===== src/rtl/deser_pkg.sv =====
// Shared definitions for the deserializer/serializer pair.
//   deser_state_t : controller state (FILL accumulating, FULL word parked)
//   cnt_w()       : beat-counter width for a given beats-per-word count
//   beat_lsb()    : bit offset of beat idx inside a packed word of dw-bit beats
package deser_pkg;

    typedef enum logic {
        ST_FILL = 1'b0,
        ST_FULL = 1'b1
    } deser_state_t;

    // Clamp to 1 so a degenerate count still yields a legal vector width.
    function automatic int cnt_w(input int n);
        return (n <= 1) ? 1 : $clog2(n);
    endfunction

    function automatic int beat_lsb(input int idx, input int dw);
        return idx * dw;
    endfunction

endpackage


===== src/rtl/deser_beat_counter.sv =====
// Beat counter for the deserializer accumulator.
//   clk, rst : clock, synchronous active-high clear
//   inc      : advance by one (normal beat accepted)
//   sof      : reload to 1 (start-of-frame beat lands at index 0)
//   wrap     : return to 0 (word handed to the output register)
//   cnt      : beats currently held
//   is_last  : cnt == SHIFT_NUM-1, the next beat completes the word
//   is_zero  : cnt == 0, no partial word pending
module deser_beat_counter
    import deser_pkg::*;
#(
    parameter int SHIFT_NUM = 16,
    parameter int CNT_W     = cnt_w(SHIFT_NUM)
) (
    input  logic             clk,
    input  logic             rst,
    input  logic             inc,
    input  logic             sof,
    input  logic             wrap,
    output logic [CNT_W-1:0] cnt,
    output logic             is_last,
    output logic             is_zero
);

    // wrap beats sof beats inc; the controller never raises two at once,
    // but a fixed priority keeps the register well defined regardless.
    always_ff @(posedge clk) begin
        if (rst)
            cnt <= '0;
        else if (wrap)
            cnt <= '0;
        else if (sof)
            cnt <= CNT_W'(1);
        else if (inc)
            cnt <= cnt + CNT_W'(1);
    end

    assign is_last = (cnt == CNT_W'(SHIFT_NUM - 1));
    assign is_zero = (cnt == '0);

endmodule


===== src/rtl/para_deser_ctrl.sv =====
// Parallel deserializer controller: packs SHIFT_NUM narrow beats into one
// wide word with valid/ready on both sides and start-of-frame realignment.
//   i_clk, i_rst          : clock, synchronous active-high reset
//   i_valid/o_ready/i_data: upstream beat handshake (accept = i_valid & o_ready)
//   i_sof                 : accepted beat starts a new word
//   o_valid/i_ready/o_data: downstream word handshake, beat k at [k*DATA_WIDTH +: DATA_WIDTH]
//   o_beat_cnt            : beats held for the word in progress
//   o_align_err           : one-cycle pulse when i_sof discards a partial word
module para_deser_ctrl
    import deser_pkg::*;
#(
    parameter int DATA_WIDTH = 8,
    parameter int SHIFT_NUM  = 16,
    parameter int CNT_W      = cnt_w(SHIFT_NUM)
) (
    input  logic                            i_clk,
    input  logic                            i_rst,
    input  logic                            i_valid,
    output logic                            o_ready,
    input  logic [DATA_WIDTH-1:0]           i_data,
    input  logic                            i_sof,
    output logic                            o_valid,
    input  logic                            i_ready,
    output logic [DATA_WIDTH*SHIFT_NUM-1:0] o_data,
    output logic [CNT_W-1:0]                o_beat_cnt,
    output logic                            o_align_err
);

    localparam int WORD_W = DATA_WIDTH * SHIFT_NUM;

    deser_state_t state, state_nxt;

    logic [SHIFT_NUM-1:0][DATA_WIDTH-1:0] acc;
    logic [WORD_W-1:0]                    word_nxt;
    logic [CNT_W-1:0]                     cnt;
    logic [CNT_W-1:0]                     wr_idx;
    logic                                 cnt_last, cnt_zero;
    logic                                 accept, out_free;
    logic                                 acc_we, load_out, last_direct;
    logic                                 cnt_inc, cnt_sof, cnt_wrap, realign;

    assign o_ready    = (state == ST_FILL);
    assign accept     = i_valid & o_ready;
    assign out_free   = ~o_valid | i_ready;
    assign o_beat_cnt = cnt;

    deser_beat_counter #(
        .SHIFT_NUM (SHIFT_NUM),
        .CNT_W     (CNT_W)
    ) u_cnt (
        .clk     (i_clk),
        .rst     (i_rst),
        .inc     (cnt_inc),
        .sof     (cnt_sof),
        .wrap    (cnt_wrap),
        .cnt     (cnt),
        .is_last (cnt_last),
        .is_zero (cnt_zero)
    );

    always_ff @(posedge i_clk) begin
        if (i_rst)
            state <= ST_FILL;
        else
            state <= state_nxt;
    end

    always_comb begin
        state_nxt   = state;
        acc_we      = 1'b0;
        load_out    = 1'b0;
        last_direct = 1'b0;
        cnt_inc     = 1'b0;
        cnt_sof     = 1'b0;
        cnt_wrap    = 1'b0;
        realign     = 1'b0;
        unique case (state)
            ST_FILL: begin
                if (accept) begin
                    acc_we = 1'b1;
                    if (i_sof) begin
                        // Realignment wins even on the would-be last beat.
                        cnt_sof = 1'b1;
                        realign = ~cnt_zero;
                    end else if (cnt_last) begin
                        if (out_free) begin
                            // Last beat bypasses the accumulator straight into the word.
                            load_out    = 1'b1;
                            last_direct = 1'b1;
                            cnt_wrap    = 1'b1;
                        end else begin
                            state_nxt = ST_FULL;
                        end
                    end else begin
                        cnt_inc = 1'b1;
                    end
                end
            end
            ST_FULL: begin
                if (out_free) begin
                    load_out  = 1'b1;
                    cnt_wrap  = 1'b1;
                    state_nxt = ST_FILL;
                end
            end
            default: state_nxt = ST_FILL;
        endcase
    end

    assign wr_idx = i_sof ? '0 : cnt;

    always_comb begin
        word_nxt = '0;
        for (int k = 0; k < SHIFT_NUM; k++)
            word_nxt[beat_lsb(k, DATA_WIDTH) +: DATA_WIDTH] = acc[k];
        if (last_direct)
            word_nxt[beat_lsb(SHIFT_NUM - 1, DATA_WIDTH) +: DATA_WIDTH] = i_data;
    end

    always_ff @(posedge i_clk) begin
        if (i_rst) begin
            acc         <= '0;
            o_data      <= '0;
            o_valid     <= 1'b0;
            o_align_err <= 1'b0;
        end else begin
            if (acc_we)
                acc[wr_idx] <= i_data;
            // o_data only changes on load, and load needs out_free, so a
            // stalled word is never overwritten.
            if (load_out) begin
                o_data  <= word_nxt;
                o_valid <= 1'b1;
            end else if (o_valid && i_ready) begin
                o_valid <= 1'b0;
            end
            o_align_err <= realign;
        end
    end

endmodule


===== config.mk =====
export PLATFORM = sky130hd
export DESIGN_NAME = para_deser_ctrl
export DESIGN_NICKNAME = d
export VERILOG_FILES = /design/src/rtl/deser_pkg.sv /design/src/rtl/deser_beat_counter.sv /design/src/rtl/para_deser_ctrl.sv
export SDC_FILE = /design/constraint.sdc
export NUM_CORES = 1
export LEC_CHECK = 0
export CAP_MARGIN = 20
export CORE_MARGIN = 5
export CORE_UTILIZATION = 45
export CTS_CLUSTER_SIZE = 20
export DETAILED_ROUTE_END_ITERATION = 10
export PLACE_DENSITY = 0.69
export SLEW_MARGIN = 20
export SYNTH_ARGS = -nofsm -noshare
export SYNTH_HDL_FRONTEND = slang
export SYNTH_SLANG_ARGS = --single-unit

===== constraint.sdc =====
create_clock -name i_clk -period 1.8 [get_ports i_clk]
set_clock_uncertainty 0.2 [all_clocks]
set_input_delay 0.27 -clock i_clk [delete_from_list [all_inputs] [get_ports i_clk]]
set_output_delay 0.27 -clock i_clk [all_outputs]
set_load 0.01 [all_outputs]

======== Yosys cells after proc, flatten, opt, wreduce, memory -nomap -nowiden ========
Index checks and enable logic that the tools add are counted.
word-level totals
  flip-flop bits (word level) ............. 263
  input port bits ......................... 13
  output and inout port bits .............. 135
  word-level logic and storage cells ...... 70
cells by class
  add/subtract/negate cells ............... 1
  magnitude comparators ................... 2
  equal/unequal tests ..................... 1
  mux-type cells .......................... 29
  bitwise logic cells ..................... 7
  reduce and logical (&&, ||, !) cells .... 8
operators with widths
  operator               count
  $bwmux W128            1
  $demux W8 S4           1
  $mux W1                22
  $mux W8                2
  $lt A4 B5 Y1 const B   1
  $not A1 Y1             5
  $add A4 B1 Y4 const B  1
  $eq A4 B4 Y1 const B   1
  $ge A4 B1 Y1 const B   1
  $logic_not A4 Y1       1
  $mux W4                1
  $pmux W1 S2            2
  $reduce_bool A2 Y1     2
  $reduce_or A4 Y1       1
  $reduce_or A3 Y1       1
  $logic_and A1 B1 Y1    2
  $reduce_or A2 Y1       1
  $and A1 B1 Y1          1
  $or A1 B1 Y1           1

======== Depth between registers and ports, before layout ========
Gate-level depths: netlist of run 1.
  word-level depth ........................ 8
  gate-level depth with buffers ........... 7
  depth with buffers taken out ............ 5

======== By module ========
Synthesis of run 1 repeated with hierarchy kept, for this count alone.
unflattened totals
  cells, all modules ...................... 1052
  area, all modules ....................... 9565.4 sq um
by module, submodules not included
  module              times used  cells each  area each (sq um)
  para_deser_ctrl     1           1030        9337.7
  deser_beat_counter  1           22          227.7

======== Worst setup path after synthesis of run 1 ========
OpenSTA, ideal clock, no wires.
  kind .................................... flip-flop to flip-flop
  start ................................... reg u_cnt.cnt[1]
  end ..................................... reg o_data[0]
  setup time .............................. 0.117 ns
  arrival time ............................ 1.726 ns
  data required time ...................... 1.483 ns
  slack ................................... -0.243 ns
  stages on the path, launching flop included .. 8
  buffers on the path ..................... 2
  clock period less this slack ............ 2.043 ns
  cells stage by stage .................... dfxtp_1 ha_1 and4b_4 a21oi_4 o21ba_1 buf_6 buf_6 a22o_1
on the way
  cells in the longest elaborated chain, start to end .. 5
ends and longest elaborated chain
  what                      RTL line                  RTL
  start: declaration        deser_beat_counter.sv:20  output logic [CNT_W-1:0] cnt,
  start signal: assignment  deser_beat_counter.sv:35  cnt <= cnt + CNT_W'(1);
  $eq A4 B4 Y1              deser_beat_counter.sv:38  assign is_last = (cnt == CNT_W'(SHIFT_NUM - 1));
  $mux W1                   para_deser_ctrl.sv:85     end else if (cnt_last) begin
  $mux W1                   para_deser_ctrl.sv:81     if (i_sof) begin
  $mux W1                   para_deser_ctrl.sv:79     if (accept) begin
  $pmux W1 S2               para_deser_ctrl.sv:77     unique case (state)
  end signal: assignment    para_deser_ctrl.sv:132    o_data <= word_nxt;
  end: declaration          para_deser_ctrl.sv:24     output logic [DATA_WIDTH*SHIFT_NUM-1:0] o_data,
No other way between the ends.
A chain may end at the register's enable or synchronous reset.

======== Worst setup path after layout of run 1 ========
  start ................................... reg u_cnt.cnt[1]
  end ..................................... reg o_data[124]
on the way
  cells in the longest elaborated chain, start to end .. 6
  elaborated cells on any way between the ends .. 7
ends and longest elaborated chain
  what            RTL line                  RTL
  $eq A4 B4 Y1 *  deser_beat_counter.sv:38
  $mux W1 *       para_deser_ctrl.sv:85
  $mux W1 *       para_deser_ctrl.sv:81
  $mux W1 *       para_deser_ctrl.sv:79
  $mux W1         para_deser_ctrl.sv:77
  $mux W8         para_deser_ctrl.sv:116    if (last_direct)
Every way passes the cells marked *; elsewhere a longest branch is shown, timed or not.

==> impl_metrics.tcl, run 1 <==
set metrics [dict create \
    outcome "finished, violations left" \
    violations "setup timing" \
    stdcell_area_mm2 0.0122 \
    required_ns 2.04 \
    grt_antenna_before_repair 0 \
    worst_pin_slew_ns 0.581 \
    wl_per_cell_um 18.5 \
    rsz0062_at_grt "true" \
    worst_slack_ns -0.0955 \
    combPwrFrac 0.037 \
    slew_viol_final 0 \
    io_buffer_count 147 \
    final_util 0.611 \
    yosys-top-cells-count "dfxtp_1, mux2i_1, a22o_1, nor2_1, nand2_1" \
    start_util 0.454 \
    grt_first_pass_wirelength_mm 36.5 \
    cp_max_fo 36 \
    finalCritPeriodShare 1.05 \
    grt_max_degree 80 \
    drt_iter0_drc 232 \
    clkSlewWorstSetupHoldPaths_ns 0.06 \
    clock_sinks 263 \
    viasPerCell 5.22 \
    yosysWarnings 0 \
    via_count 6645 \
    hp-class "reg2reg" \
    dieArea_mm2 0.0231 \
    n_antenna_cell 0 \
    ir_drop_mv 0.656 \
    synth.most_common_cell "dfxtp_1" \
    ant_nets 0 \
    area_growth_pct 34.7 \
    ys_seq_area_frac 0.579 \
    drv_cap 0 \
    grt_pass1_vias 6539 \
    ys_ff_latch 263 \
    dp_hpwl_mm 14.1 \
    netlist_instances 807 \
    ys_async_sr_fraction 0 \
    pin_count 148 \
    p_switching_w 0.00247 \
    drc_errors 0 \
    worst_path_max_delay_cell "dfxtp_4" \
    crit_buf_inv 2 \
    htreeDepth 1 \
    synth_top_area_cell "dfxtp_1" \
    internal-power_w 0.00899 \
    routabilityCongestion 0.834 \
    critPathArrivalTime_ns 2.14 \
    die_w_um 152 \
    start_kind "flip-flop" \
    syn_area_mm2 0.00909 \
    fin_crit_ns 1.90 \
    power_leakage_nw 5.77 \
    end_kind "flip-flop" \
    power_density_mw_per_mm2 936 \
    slew_headroom 0.613 \
    synth_edf_count 0 \
    crit_chain "ha_4 > and4b_4 > a21oi_4 > o21ba_4 > buf_12 > buf_12 > o2bb2ai_1" \
    cts_made_buffers 26 \
    die_y_um 152 \
    max_freq_mhz 528 \
    placed_cell_area_mm2 0.0113 \
    syn_area_per_cell_um2 11.3 \
    final_layout_size_suffix_gt1_frac 0.150 \
    syn_nets 822 \
    synth.top_cell.area_share 0.579 \
    crit_top_cell "buf_12" \
    worstSetupPathType "reg2reg" \
    critPathMaxStageDelay_ns 0.35 \
    hold_viol 0 \
    place_ws_ns -0.541 \
    nNetsFinal 1000 \
    critPathTopFamily "compound AO/OA/AOI/OAI gates" \
    design.core.area_mm2 0.0200 \
    cts_tree "done" \
    worstSkewPairLatency_ns 0.52 \
    drtPass1Iterations 4 \
    drt-total-wl_mm 23.6 \
    p_seq_frac 0.511 \
    rows 52 \
    fillers 1724 \
    clockRootBuffer "clkbuf_16" \
    groute.usage.overall 0.189 \
    synth.area.top_cells "dfxtp_1, mux2i_1, a22o_1" \
    switching_share 0.216 \
    p_clk_frac 0.452 \
    synth_ff_type "dfxtp_1" \
    setup_viol 129 \
    cts_buffer_depth 3 \
    ys_types 33 \
    grt_overflow 0 \
]
-- path summary, 6_finish.rpt --
path,from,to,slack [ns],cells past startpoint
hold / removal,acc[120]$_SDFFE_PP0P_,acc[120]$_SDFFE_PP0P_,0.26,2
hold reg to reg,acc[120]$_SDFFE_PP0P_,acc[120]$_SDFFE_PP0P_,0.26,2
setup reg to reg,u_cnt.cnt[1]$_SDFFE_PP0P_,o_data[124]$_SDFFE_PP0P_,-0.1,7
setup / recovery,u_cnt.cnt[1]$_SDFFE_PP0P_,o_data[124]$_SDFFE_PP0P_,-0.1,7
-- placed cells by master, fill, tap and decap left out, drive strengths merged --
cell type	instances
dlygate4sd3	1
clkinv	6
dfxtp	263
nor2b	3
nor3b	3
clkbuf	45
nand2	34
a21oi	20
and4bb	2
mux2i	121
inv	4
clkdlybuf4s15	3
nand3	13
o21ai	1
ha	2
nor3	3
a22o	120
buf	71
a211oi	2
and4b	1
a31oi	1
clkinvlp	1
o21bai	3
a311oi	1
dlygate4sd2	130
nor2	117
and3b	1
o21ba	1
clkdlybuf4s50	11
or3	1
nand2b	2
o2bb2ai	8
and3	8
-- what timing repair did --
action                                 in CTS  in global routing
hold buffers                                1                  0
setup endpoints to repair                 306                222
cloned                                      0                  7
buffers inserted                            0                  3
endpoints found under the hold margin       4                  0
gates resized for setup                   144                 25
pin swaps                                  33                  1
-- worst reg2reg max path, stage by stage, from the launching register on --
cell,delay (ns)
dfxtp_4,0.35
ha_4,0.16
and4b_4,0.20
a21oi_4,0.21
o21ba_4,0.23
buf_12,0.22
buf_12,0.15
o2bb2ai_1,0.11
-- registers in the layout (all words and copies together) (netlist names) --
name         cells
u_cnt.cnt        4
acc            128
o_valid          1
state            1
o_data         128
o_align_err      1
-- power groups by stage --
stage,clock network (W),registers (W),logic [W]
after floorplan,0,0.00598,0.000231
after global placement,0,0.00598,0.000412
after detailed placement,0,0.00598,0.000412
after CTS,0.00529,0.00585,0.000419
after global routing,0.00553,0.00585,0.000454
final,0.00519,0.00585,0.000426
-- per-layer routing --
| metal | part of all wire | global-route usage | vias up |
|---|---|---|---|
| li1 | - | - | 3213 |
| met1 | 0.46 | 0.267 | 3213 |
| met2 | 0.47 | 0.305 | 182 |
| met3 | 0.047 | 0.0361 | 37 |
| met4 | 0.023 | 0.0428 | 0 |
| met5 | 0 | 0 | - |
-- kinds of logic after synthesis --
family                     count (synthesis)  share of synthesized area
DFF                                      263                      0.579
and+or+nand+nor                          187                     0.0932
AOI/OAI and AO/OA                        157                      0.143
muxes                                    121                      0.133
buffers and inverters                     77                     0.0487
adders and majority gates                  2                    0.00275
-- through the flow --
step | std cells | TNS, ns | hold WS (ns) | total power, W
CTS | 1263 | -3.21 | 0.256 | 0.0116
detailed placement | 1216 | -111.72 | 0.246 | 0.00639
floorplan | 807 | -6.61 | 0.236 | 0.00621
finish | 1273 | -5.46 | 0.255 | 0.0115
global route | 1273 | -11.63 | 0.269 | 0.0118
global placement | 1216 | -107.20 | 0.242 | 0.00639
-- area by class of cell --
class	count	area, um2	share of cell area
flip-flops and latches	263	5280	0.431
clock buffers	39	781	0.0638
repair buffers	222	2290	0.187
inverters	4	15.0	0.00123
well taps	270	338	0.0276
multi-input cells	468	3500	0.286
clock inverters	7	45.0	0.00368
Power figures use the tool's default switching activity.
==> run 2, diff against run 1 <==
--- a/config.mk
+++ b/config.mk
@@ -6,6 +6,7 @@
 export NUM_CORES = 1
 export LEC_CHECK = 0
 export CAP_MARGIN = 20
+export CORE_ASPECT_RATIO = 0.7
 export CORE_MARGIN = 5
 export CORE_UTILIZATION = 45
 export CTS_CLUSTER_SIZE = 20
==> run 2 against run 1 <==
The flow still finishes with violations (setup timing). Sequential cell count unchanged. Count of clock-buffer cells in the layout fell by 4. Routed wire length up 4.9%. Sequential share of layout area down 2.0 points. Global-route usage is 1.2 points higher. Combinational power is 16% higher. Critical path type unchanged. Largest power group unchanged.
==> impl_metrics.tcl, run 2 (same netlist as run 1, synthesis figures left out) <==
set metrics [dict create \
    crit_top_cell "buf_4" \
    violations "setup timing" \
    n_antenna_cell 0 \
    grt_max_degree 130 \
    start_util 0.458 \
    crit_buf_inv 3 \
    outcome "finished, violations left" \
    critPathTopFamily "simple AND/OR/NAND/NOR gates" \
    groute.usage.overall 0.201 \
    cp_max_fo 8 \
    power_w 0.0120 \
    die_y_um 129 \
    layout_commonest_cell "dfxtp_1" \
    fin_crit_ns 1.97 \
    nNetsFinal 1015 \
    drt_iter0_drc 581 \
    end_kind "flip-flop" \
    via_count 6774 \
    die_w_um 180 \
    clockRootBuffer "clkbuf_16" \
    slew_viol_final 0 \
    area_growth_pct 41.3 \
    wl_per_cell_um 19.2 \
    start_kind "flip-flop" \
    drv_cap 0 \
    hold_viol 0 \
    ant_nets 0 \
    slew_headroom 0.595 \
    place_ws_ns -0.421 \
    internal-power_w 0.00953 \
    worst_slack_ns -0.166 \
    viasPerCell 5.26 \
    top_regs "acc x128, o_data x128, u_cnt.cnt x4" \
    setup_viol 175 \
    cts_made_buffers 25 \
    clock_sinks 263 \
    final_cell_mix "dfxtp_1, dlygate4sd2_1, a22o_1" \
    p_clk_frac 0.473 \
    switching_share 0.208 \
    grt_antenna_before_repair 0 \
    grt_pass1_vias 6688 \
    worstSkewPairLatency_ns 0.51 \
    grt_first_pass_wirelength_mm 37.8 \
    dp.cells 1216 \
    final_layout_size_suffix_gt1_frac 0.191 \
    required_ns 2.00 \
    p_seq_frac 0.486 \
    cts_buffer_depth 3 \
    rows 43 \
    dieArea_mm2 0.0232 \
    grt_overflow 0 \
    critPathArrivalTime_ns 2.17 \
    drt-total-wl_mm 24.8 \
    worst_path_max_delay_cell "dfxtp_4" \
    max_freq_mhz 509 \
    critPathMaxStageDelay_ns 0.36 \
    io_buffer_count 147 \
    pin_count 148 \
    fillers 1560 \
    power_leakage_nw 5.99 \
    htreeDepth 1 \
    rsz0062_at_grt "true" \
    worstSetupPathType "reg2reg" \
    power_density_mw_per_mm2 936 \
    routabilityCongestion 0.896 \
    hp-class "reg2reg" \
    combPwrFrac 0.041 \
    clkSlewWorstSetupHoldPaths_ns 0.07 \
    worst_pin_slew_ns 0.607 \
    ir_drop_mv 0.571 \
    drc_errors 0 \
    p_switching_w 0.00250 \
    fin_cells 1288 \
    crit_chain "ha_4 > and4b_4 > buf_4 > buf_4 > and3_4 > buf_12 > mux2i_2 > o2bb2ai_2" \
    design.core.area_mm2 0.0199 \
    dp_hpwl_mm 14.1 \
    drtPass1Iterations 4 \
    finalCritPeriodShare 1.09 \
    cts_tree "done" \
]
==> run 2: cell types whose count changed in the layout (fill, tap and decap cells not counted), sizes merged <==
cell | before | now
clkbuf | 45 | 40
dlygate4sd3 | 1 | 2
clkinv | 6 | 5
and4bb | 2 | 1
buf | 71 | 88
bufinv | 0 | 4
clkinvlp | 1 | 0
inv | 4 | 5
==> run 2: power groups by stage <==
stage / clock [W] / combinational (W) / sequential (W)
after global placement: 0 / 0.000415 / 0.00598
after CTS: 0.00576 / 0.000463 / 0.00585
after floorplan: 0 / 0.000231 / 0.00598
after detailed placement: 0 / 0.000416 / 0.00598
after global routing: 0.00605 / 0.000523 / 0.00585
final: 0.00569 / 0.000496 / 0.00585
==> run 2: worst register-to-register path, stage by stage, from the launching register on <==
cell       delay (ns)
dfxtp_4          0.36
ha_4             0.13
and4b_4          0.25
buf_4            0.12
buf_4            0.10
and3_4           0.18
buf_12           0.15
mux2i_2          0.28
o2bb2ai_2        0.07
==> run 2: stage by stage <==
stage,util,area [um2],setup TNS [ns],hold slack (ns)
6_report,0.647,12800,-12.73,0.257
5_1_grt,0.647,12800,-24.91,0.273
2_1_floorplan,-,9130,-6.61,0.236
3_5_place_dp,0.572,11400,-93.52,0.246
3_3_place_gp,0.572,11400,-87.07,0.241
4_1_cts,0.633,12600,-9.90,0.256
==> run 2: worst paths after layout <==
kind,startpoint,endpoint,slack (ns),depth (start not counted)
setup / recovery,u_cnt.cnt[1]$_SDFFE_PP0P_,o_data[127]$_SDFFE_PP0P_,-0.17,8
hold / removal,acc[30]$_SDFFE_PP0P_,acc[30]$_SDFFE_PP0P_,0.26,2
hold reg to reg,acc[30]$_SDFFE_PP0P_,acc[30]$_SDFFE_PP0P_,0.26,2
setup reg to reg,u_cnt.cnt[1]$_SDFFE_PP0P_,o_data[127]$_SDFFE_PP0P_,-0.17,8
==> run 2: area by class of cell <==
cell class | instances | area, um2 | area share
sequential | 263 | 5280 | 0.411
multi-input combinational | 467 | 3690 | 0.287
timing repair buffer | 239 | 2630 | 0.204
clock buffer | 35 | 754 | 0.0587
tap | 270 | 338 | 0.0263
clock inverter | 10 | 151 | 0.0118
inverter | 4 | 15.0 | 0.00117
==> run 2: layer usage <==
metal	vias up	global-route usage	part of all wire
li1	3246	-	-
met1	3282	0.297	0.48
met2	209	0.307	0.44
met3	37	0.0415	0.060
met4	0	0.0434	0.017
met5	-	0	0
==> run 2: what timing repair did <==
item,CTS,global route
buffers inserted,16,6
cloned,7,4
hold buffers,2,0
gates resized for setup,175,63
hold endpoints to repair,4,0
pin swaps,10,27
setup endpoints to repair,351,215
